`src/rtl/enemy_fire_scheduler.sv`:
```
// Enemy fire scheduler: cooldown, LFSR-seeded round-robin pick of a living enemy, valid/ready issue, bullet slot pool.
// Optional ADAPTIVE_RATE_EN: cooldown reload shrinks with each dead enemy, floored at RATE_MIN.
module enemy_fire_scheduler #(
    parameter int N_ENEMY     = 24,
    parameter int N_SLOTS     = 3,
    parameter int ATRASO_TIRO = 1000000
`ifdef ADAPTIVE_RATE_EN
    ,
    parameter int RATE_STEP   = 32768,
    parameter int RATE_MIN    = 200000
`endif
) (
    input  logic                         clk,
    input  logic                         reset,
    input  logic [N_ENEMY-1:0]           enemy_vivos,
    input  logic                         enable,
    input  logic                         fire_ready,
    input  logic                         bullet_done,
    output logic                         fire_valid,
    output logic [$clog2(N_ENEMY)-1:0]   fire_id,
    output logic [N_ENEMY-1:0]           ID_enemy_tiro,
    output logic [$clog2(N_SLOTS+1)-1:0] active_shots
);
    localparam int IDW = $clog2(N_ENEMY);
    localparam int SW  = $clog2(N_SLOTS + 1);
    localparam int CW  = 25;
    localparam logic [15:0] LFSR_SEED = 16'hACE1;
    localparam logic [15:0] LFSR_MASK = 16'hB400;

    typedef enum logic [1:0] {IDLE, PICK, SCAN, ISSUE} state_t;

    state_t           state_q;
    logic [CW-1:0]    cd_q;
    logic [CW-1:0]    reload;
    logic [15:0]      lfsr_q;
    logic [15:0]      lfsr_d;
    logic [IDW-1:0]   ptr_q;
    logic [IDW-1:0]   scan_q;
    logic [IDW-1:0]   fire_id_q;
    logic             fire_valid_q;
    logic [N_ENEMY-1:0] tiro_q;
    logic [SW-1:0]    shots_q;
    logic             handshake;

    assign lfsr_d    = {1'b0, lfsr_q[15:1]} ^ (lfsr_q[0] ? LFSR_MASK : 16'h0);
    assign handshake = fire_valid_q & fire_ready;

`ifdef ADAPTIVE_RATE_EN
    // Compare the cut against the headroom above the floor so the subtraction never wraps.
    localparam int unsigned FLOOR_GAP = (ATRASO_TIRO > RATE_MIN) ? ATRASO_TIRO - RATE_MIN : 0;
    logic [31:0] alive_cnt;
    logic [31:0] cut;
    always_comb begin
        alive_cnt = '0;
        for (int i = 0; i < N_ENEMY; i++)
            alive_cnt = alive_cnt + 32'(enemy_vivos[i]);
        cut    = (32'(N_ENEMY) - alive_cnt) * 32'(RATE_STEP);
        reload = (cut >= FLOOR_GAP) ? CW'(RATE_MIN) : CW'(32'(ATRASO_TIRO) - cut);
    end
`else
    assign reload = CW'(ATRASO_TIRO);
`endif

    always_ff @(posedge clk) begin
        if (reset) begin
            state_q      <= IDLE;
            cd_q         <= CW'(ATRASO_TIRO);
            lfsr_q       <= LFSR_SEED;
            ptr_q        <= '0;
            scan_q       <= '0;
            fire_id_q    <= '0;
            fire_valid_q <= 1'b0;
            tiro_q       <= '0;
            shots_q      <= '0;
        end else begin
            lfsr_q <= lfsr_d;
            tiro_q <= '0;
            // A shot leaving and one entering in the same cycle cancel out.
            if (handshake && !bullet_done)
                shots_q <= shots_q + SW'(1);
            else if (!handshake && bullet_done && shots_q != '0)
                shots_q <= shots_q - SW'(1);

            unique case (state_q)
                IDLE: begin
                    if (enable) begin
                        if (cd_q != '0)
                            cd_q <= cd_q - CW'(1);
                        else if (shots_q < SW'(N_SLOTS))
                            state_q <= PICK;
                    end
                end
                PICK: begin
                    if (!enable) begin
                        state_q <= IDLE;
                    end else begin
                        ptr_q   <= IDW'(lfsr_q % 16'(N_ENEMY));
                        scan_q  <= '0;
                        state_q <= SCAN;
                    end
                end
                SCAN: begin
                    if (!enable) begin
                        state_q <= IDLE;
                    end else if (enemy_vivos[ptr_q]) begin
                        fire_id_q    <= ptr_q;
                        fire_valid_q <= 1'b1;
                        state_q      <= ISSUE;
                    end else if (scan_q == IDW'(N_ENEMY - 1)) begin
                        cd_q    <= reload;
                        state_q <= IDLE;
                    end else begin
                        ptr_q  <= (ptr_q == IDW'(N_ENEMY - 1)) ? '0 : ptr_q + IDW'(1);
                        scan_q <= scan_q + IDW'(1);
                    end
                end
                ISSUE: begin
                    // Once raised, the request stays up regardless of enable or the target dying.
                    if (handshake) begin
                        fire_valid_q <= 1'b0;
                        tiro_q       <= N_ENEMY'(1) << fire_id_q;
                        cd_q         <= reload;
                        state_q      <= IDLE;
                    end
                end
                default: state_q <= IDLE;
            endcase
        end
    end

    assign fire_valid    = fire_valid_q;
    assign fire_id       = fire_id_q;
    assign ID_enemy_tiro = tiro_q;
    assign active_shots  = shots_q;
endmodule

```
`config.mk`:
```
export PLATFORM = sky130hd
export DESIGN_NAME = enemy_fire_scheduler
export DESIGN_NICKNAME = d
export VERILOG_FILES = /design/src/rtl/enemy_fire_scheduler.sv
export SDC_FILE = /design/constraint.sdc
export NUM_CORES = 1
export LEC_CHECK = 0
export CAP_MARGIN = 20
export CORE_ASPECT_RATIO = 0.6
export CORE_MARGIN = 1.5
export CORE_UTILIZATION = 55
export DETAILED_ROUTE_END_ITERATION = 12
export PLACE_DENSITY = 0.85
export SETUP_SLACK_MARGIN = 0.5
export SYNTH_ARGS = -nofsm -noshare
export SYNTH_HDL_FRONTEND = slang
export SYNTH_SLANG_ARGS = --single-unit
```
`constraint.sdc`:
```
create_clock -name clk -period 7.1 [get_ports clk]
set_clock_uncertainty 0.1 [all_clocks]
set_input_delay 1.42 -clock clk [delete_from_list [all_inputs] [get_ports clk]]
set_output_delay 1.42 -clock clk [all_outputs]
set_load 0.05 [all_outputs]
```
### After elaboration in Yosys (flattened, before gate mapping)

Index checks and enable logic that the tools add are counted.

| storage, ports and cells | value |
|---|---|
| flip-flop bits (word level) | 85 |
| logic and storage cells | 93 |
| input bits | 29 |
| output and inout bits | 32 |

| operators by class | value |
|---|---|
| order comparisons | 2 |
| shifts and indexed selects | 1 |
| $add $sub $neg | 5 |
| divide/modulo/power cells | 1 |
| multiplexer cells | 36 |
| bitwise gates (word level) | 4 |
| reduce and logical (&&, ||, !) cells | 18 |
| equal/unequal tests | 17 |

Operator list:

| kind | count |
|---|---|
| 25-bit 2-to-1 mux | 6 |
| 25-bit case mux with 3 select lines | 1 |
| 5-bit 2-to-1 mux | 9 |
| 25-bit nonzero test | 1 |
| 25-bit by 1-bit subtractor with 25-bit output (second input constant) | 1 |
| 1-bit by 5-bit left shift with 24-bit output (first input constant) | 1 |
| 2-bit != test (second input constant) | 11 |
| 2-bit 2-to-1 mux | 10 |
| 5-bit case mux with 2 select lines | 2 |
| 16-bit by 5-bit modulo with 16-bit output (second input constant) | 1 |
| 16-bit 2-to-1 mux | 1 |
| 15-bit by 16-bit bitwise XOR with 16-bit output | 1 |
| 5-bit by 1-bit adder with 5-bit output (second input constant) | 2 |
| 5-bit equality test (second input constant) | 2 |
| 5-bit AND reduction | 2 |
| 2-bit case mux with 4 select lines | 1 |
| 2-bit nonzero test | 4 |
| 7-bit AND reduction | 1 |
| 5-bit by 6-bit less-than comparator with 1-bit output (second input constant) | 1 |
| 1-bit binary-select mux with 5-bit select | 1 |
| 2-bit equality test (second input constant) | 2 |
| 1-bit 2-to-1 mux | 4 |
| 4-bit != test (second input constant) | 1 |
| 4-bit AND reduction | 1 |
| 13 further kinds | 17 |

### Depth between registers and ports, before layout

| depth | value |
|---|---|
| depth in word-level cells | 6 |
| mapped depth | 12 |
| depth with buffers taken out | 11 |

### Worst setup path before layout

No wires, ideal clock.

| path | value |
|---|---|
| path type | input to register |
| start | input port enemy_vivos[11] |
| end | register cd_q[19] |
| path buffers | 1 |
| arrival time | 3.818 ns |
| required time | 6.879 ns |
| setup time | 0.121 ns |
| cell stages on the path | 10 |
| slack | 3.061 ns |
| cells stage by stage | mux4_1 > mux4_2 > a22o_1 > and2_4 > a211oi_4 > nand3_2 > buf_6 > nor4_2 > xnor2_1 > nand2_1 |

| on the way | value |
|---|---|
| word-level cells in the longest chain between the ends | 4 |

RTL lines:

| what | RTL line | source |
|---|---|---|
| from (decl) | 15 | `input logic [N_ENEMY-1:0] enemy_vivos,` |
| 1-bit binary-select mux with 5-bit select | 105 | `end else if (enemy_vivos[ptr_q]) begin` |
| 1-bit 2-to-1 mux (not written as such) | 105 |  |
| 2-bit != test (no line) | -- |  |
| 7-bit AND reduction (no line) | -- |  |
| to (signal assigned) | 88 | `cd_q <= cd_q - CW'(1);` |
| to (signal assigned) | 110 | `cd_q <= reload;` |
| to (signal assigned) | 122 | `cd_q <= reload;` |
| to (decl) | 33 | `logic [CW-1:0] cd_q;` |

No other way between the ends. The select of a mux whose other input is x is not followed.
A chain may end at the register's enable or synchronous reset.

### Worst setup path in the final report

| path | value |
|---|---|
| start | input port enemy_vivos[14] |
| end | register cd_q[5] |

The elaborated chain is that of the path after synthesis.

==> flow_summary_export.csv <==
group,metric,value,unit
clock_network,root_buffer,"clkbuf_16",
sta,finalCritPeriodShare,65.34,%
pwr,power,1.123,mW
sta,slew_headroom,49.42,%
layout,syn2layout_area_growth,20.80,%
clock_network,hold_buffers,0,
setup_path,crit_chain,"clkdlybuf4s50_1 -> mux4_1 -> mux4_2 -> a22o_1 -> and2_4 -> a211oi_4 -> nand3_2 -> or3_1 -> a21oi_1",
global_route,grt_pass1_vias,3564,
min_path,hold_path_depth,1,
setup_path,slowest_delay,0.51,ns
drt,routed_wl,10.33,mm
setup_path,crit_required,7.26,ns
setup_path,cp-start-kind,"input pin",
layout,post-route-util,70.55,%
die,core,0.007477,mm^2
drt,drt.antenna.violating_nets,0,
yosys,ys_ff_latch,85,
sta,timing.final.ws_setup,2.461,ns
yosys,synth_area_per_cell,9.003,um^2
layout,multi_input_area,0.002489,mm^2
global_route,grt_pass1_wl,17.44,mm
outcome,outcome,"finished clean",
clock_network,tritoncts,"built",
setup_path,rrSetupSlack,3.19,ns
yosys,synth_area_leaders,"dfxtp_1 (39%), nor2_1 (6.5%), xnor2_1 (5.0%), mux4_1 (3.6%), nand2_1 (2.9%)",
placed_design,place.gp.congestion,0.8510,
run,drv_cap,0,
drt,via_per_inst,5.722,
clock_network,clock_latency,0.35,ns
setup_path,path_depth,9,
min_path,min_from,"lfsr_q[1]",
pwr,ir_worst_vdd,176.2,uV
drt,drt-pass1-iter-count,6,
sta,rsz0062_at_grt,"false",
yosys,synthCells,485,
setup_path,timing.rr.end,"cd_q[5]",
die,io_pins,61,
layout,nets,568,
yosys,yosysTopAreaCell,"dfxtp_1",
yosys,synth_edf_count,0,
die,core.rowCount,24,
yosys,ys_types,69,
drt,drt-initial-drc-count,357,
global_route,gr-usage-all-layers,25.94,%
global_route,gr-total-overflow,0,
min_path,worstHoldEndpoint,"lfsr_q[0]",
setup_path,critical-path-top-delay-family,"simple AND/OR/NAND/NOR gates",
placed_design,port_buffers,60,
sta,fin_tns_setup,0,ns
clock_network,clk_pin_slew,0.07,ns
yosys,netlist.area_leader.share,38.97,%
layout,diodes,0,
die,dieHeight,72.02,um
setup_path,crit_fanout,11,
placed_design,hpwl,7.186,mm
yosys,seq_area_frac_synth,38.97,%
sta,worst_pin_slew,0.7572,ns
setup_path,arrival,4.80,ns
drt,dr_total_vias,3668,
min_path,hold_class,"register to register",
die,start_util,58.40,%
layout,drive_gt1_share,10.43,%
setup_path,critPathCaptureType,"register",
setup_path,cp_num_buf_inv,1,
sta,fin_crit,4.639,ns
setup_path,crit_type,"input pin to register",
yosys,synth.net_count,521,
clock_network,cts_max_path_buffers,2,
pwr,leakagePower,1.845,nW
yosys,syn_area,0.004367,mm^2
global_route,grt_max_degree,29,
pwr,p_per_area,212.8,mW/mm^2
layout,fillers,562,
sta,hold_violations,0,
setup_path,regToRegStartpoint,"ptr_q[0]",
clock_network,post_cts_resized,0,
die,dieArea,0.008501,mm^2
clock_network,cts-buffers-inserted,9,
yosys,ys_warn_count,0,
setup_path,critPathSlowestCell,"mux4_2",
global_route,antenna_found_initial,0,
layout,ff_latch_area,0.001702,mm^2
clock_network,htreeDepth,3,
yosys,async_reset_ff_share,0,%
yosys,synth_flop_cell,"dfxtp_1",
drt,wl_per_cell,16.12,um
clock_network,post-cts-setup-buffers,0,
setup_path,reg2reg_depth,8,
placed_design,pre_cts_ws,2.130,ns
sta,slew_viol_final,0,
sta,setup_viol,0,
drt,drc,0,
sta,fmax,215.6,MHz
clock_network,cts_sinks,85,
die,die_w,118.0,um
cell type report:
cell class              count  area share (%)
multi-input cells         363           47.18
flip-flops and latches     85           32.26
repair buffers             61           11.53
clock buffers               9           4.269
well taps                 104           2.467
clock inverters             7           1.447
inverters                  12          0.8539
how the worst max path moves through the flow:
stage | slack, ns | start | end
4_1_cts | 2.50 | enemy_vivos[14] | cd_q[5]
3_5_place_dp | 2.13 | enemy_vivos[14] | cd_q[5]
5_1_grt | 2.27 | enemy_vivos[0] | cd_q[5]
6_report | 2.46 | enemy_vivos[14] | cd_q[5]
3_3_place_gp | 2.29 | enemy_vivos[11] | cd_q[5]
2_1_floorplan | 3.06 | enemy_vivos[11] | cd_q[19]
power breakdown:
part / leakage (nW) / switching [mW] / internal [mW] / total (mW)
Clock: 0.149 / 0.223 / 0.250 / 0.473
Combinational: 1.01 / 0.0731 / 0.0648 / 0.138
Sequential: 0.691 / 0.0226 / 0.489 / 0.512
Total: 1.85 / 0.319 / 0.804 / 1.12
logic make-up after synthesis:
logic type      after synthesis  synth area share [%]
mux                          19                 6.934
buf+inv                      37                 4.040
simple gates                228                 29.43
xor+xnor                     34                 6.820
flops                        85                 38.97
compound gates               75                 11.81
fa+ha+maj                     7                 2.006
synth_stat cells, types with 4 or more instances:
cell and count:
a211oi_1 5, a21oi_1 15, buf_6 4, clkbuf_1 16
dfxtp_1 85, ha_1 7, inv_1 12, mux2i_1 10
mux4_1 6, nand2_1 34, nand2b_1 10, nand3_1 11
nand3b_1 4, nand4_1 6, nor2_1 76, nor2b_1 9
nor3_1 14, nor3_2 7, nor3b_1 6, nor4_4 5
o21ai_0 17, or2_2 14, or3_1 10, xnor2_1 25
xor2_1 9
metrics by stage:
step / area [um^2] / hold WS [ns] / instances
2_1_floorplan: 4367 / 0.3160 / 485
3_3_place_gp: 4974 / 0.3432 / 625
3_5_place_dp: 4974 / 0.3616 / 625
4_1_cts: 5275 / 0.3815 / 641
5_1_grt: 5275 / 0.4145 / 641
6_report: 5275 / 0.3832 / 641
metal layers:
layer  track usage [%]  wire length, um  part of all wire (%)
met1             32.54             4555                    44
met2             42.50             4714                    46
met3             9.434              858                   8.3
met4             7.995              202                   2.0
met5                 0                0                     0
layout by cell type (no fill, tap or decap), drive strengths merged, types with 7 or more instances in the layout:
cell and n:
a21oi 15, nand3 13, mux4 7, xnor2 25
ha 7, nor3 21, xor2 9, nand2b 10
or2 14, clkbuf 9, nor2b 9, nor2 78
or3 10, o21ai 18, inv 16, mux2i 10
nand2 34, dfxtp 85, clkdlybuf4s50 60, nor4 7
flip-flops by register name, summed over array words and instances, names as in the netlist:
signal         cells
ptr_q              5
active_shots       2
fire_id            5
fire_valid         1
ID_enemy_tiro     24
state_q            2
cd_q              25
scan_q             5
lfsr_q            16
Power figures use the tool's default switching activity.
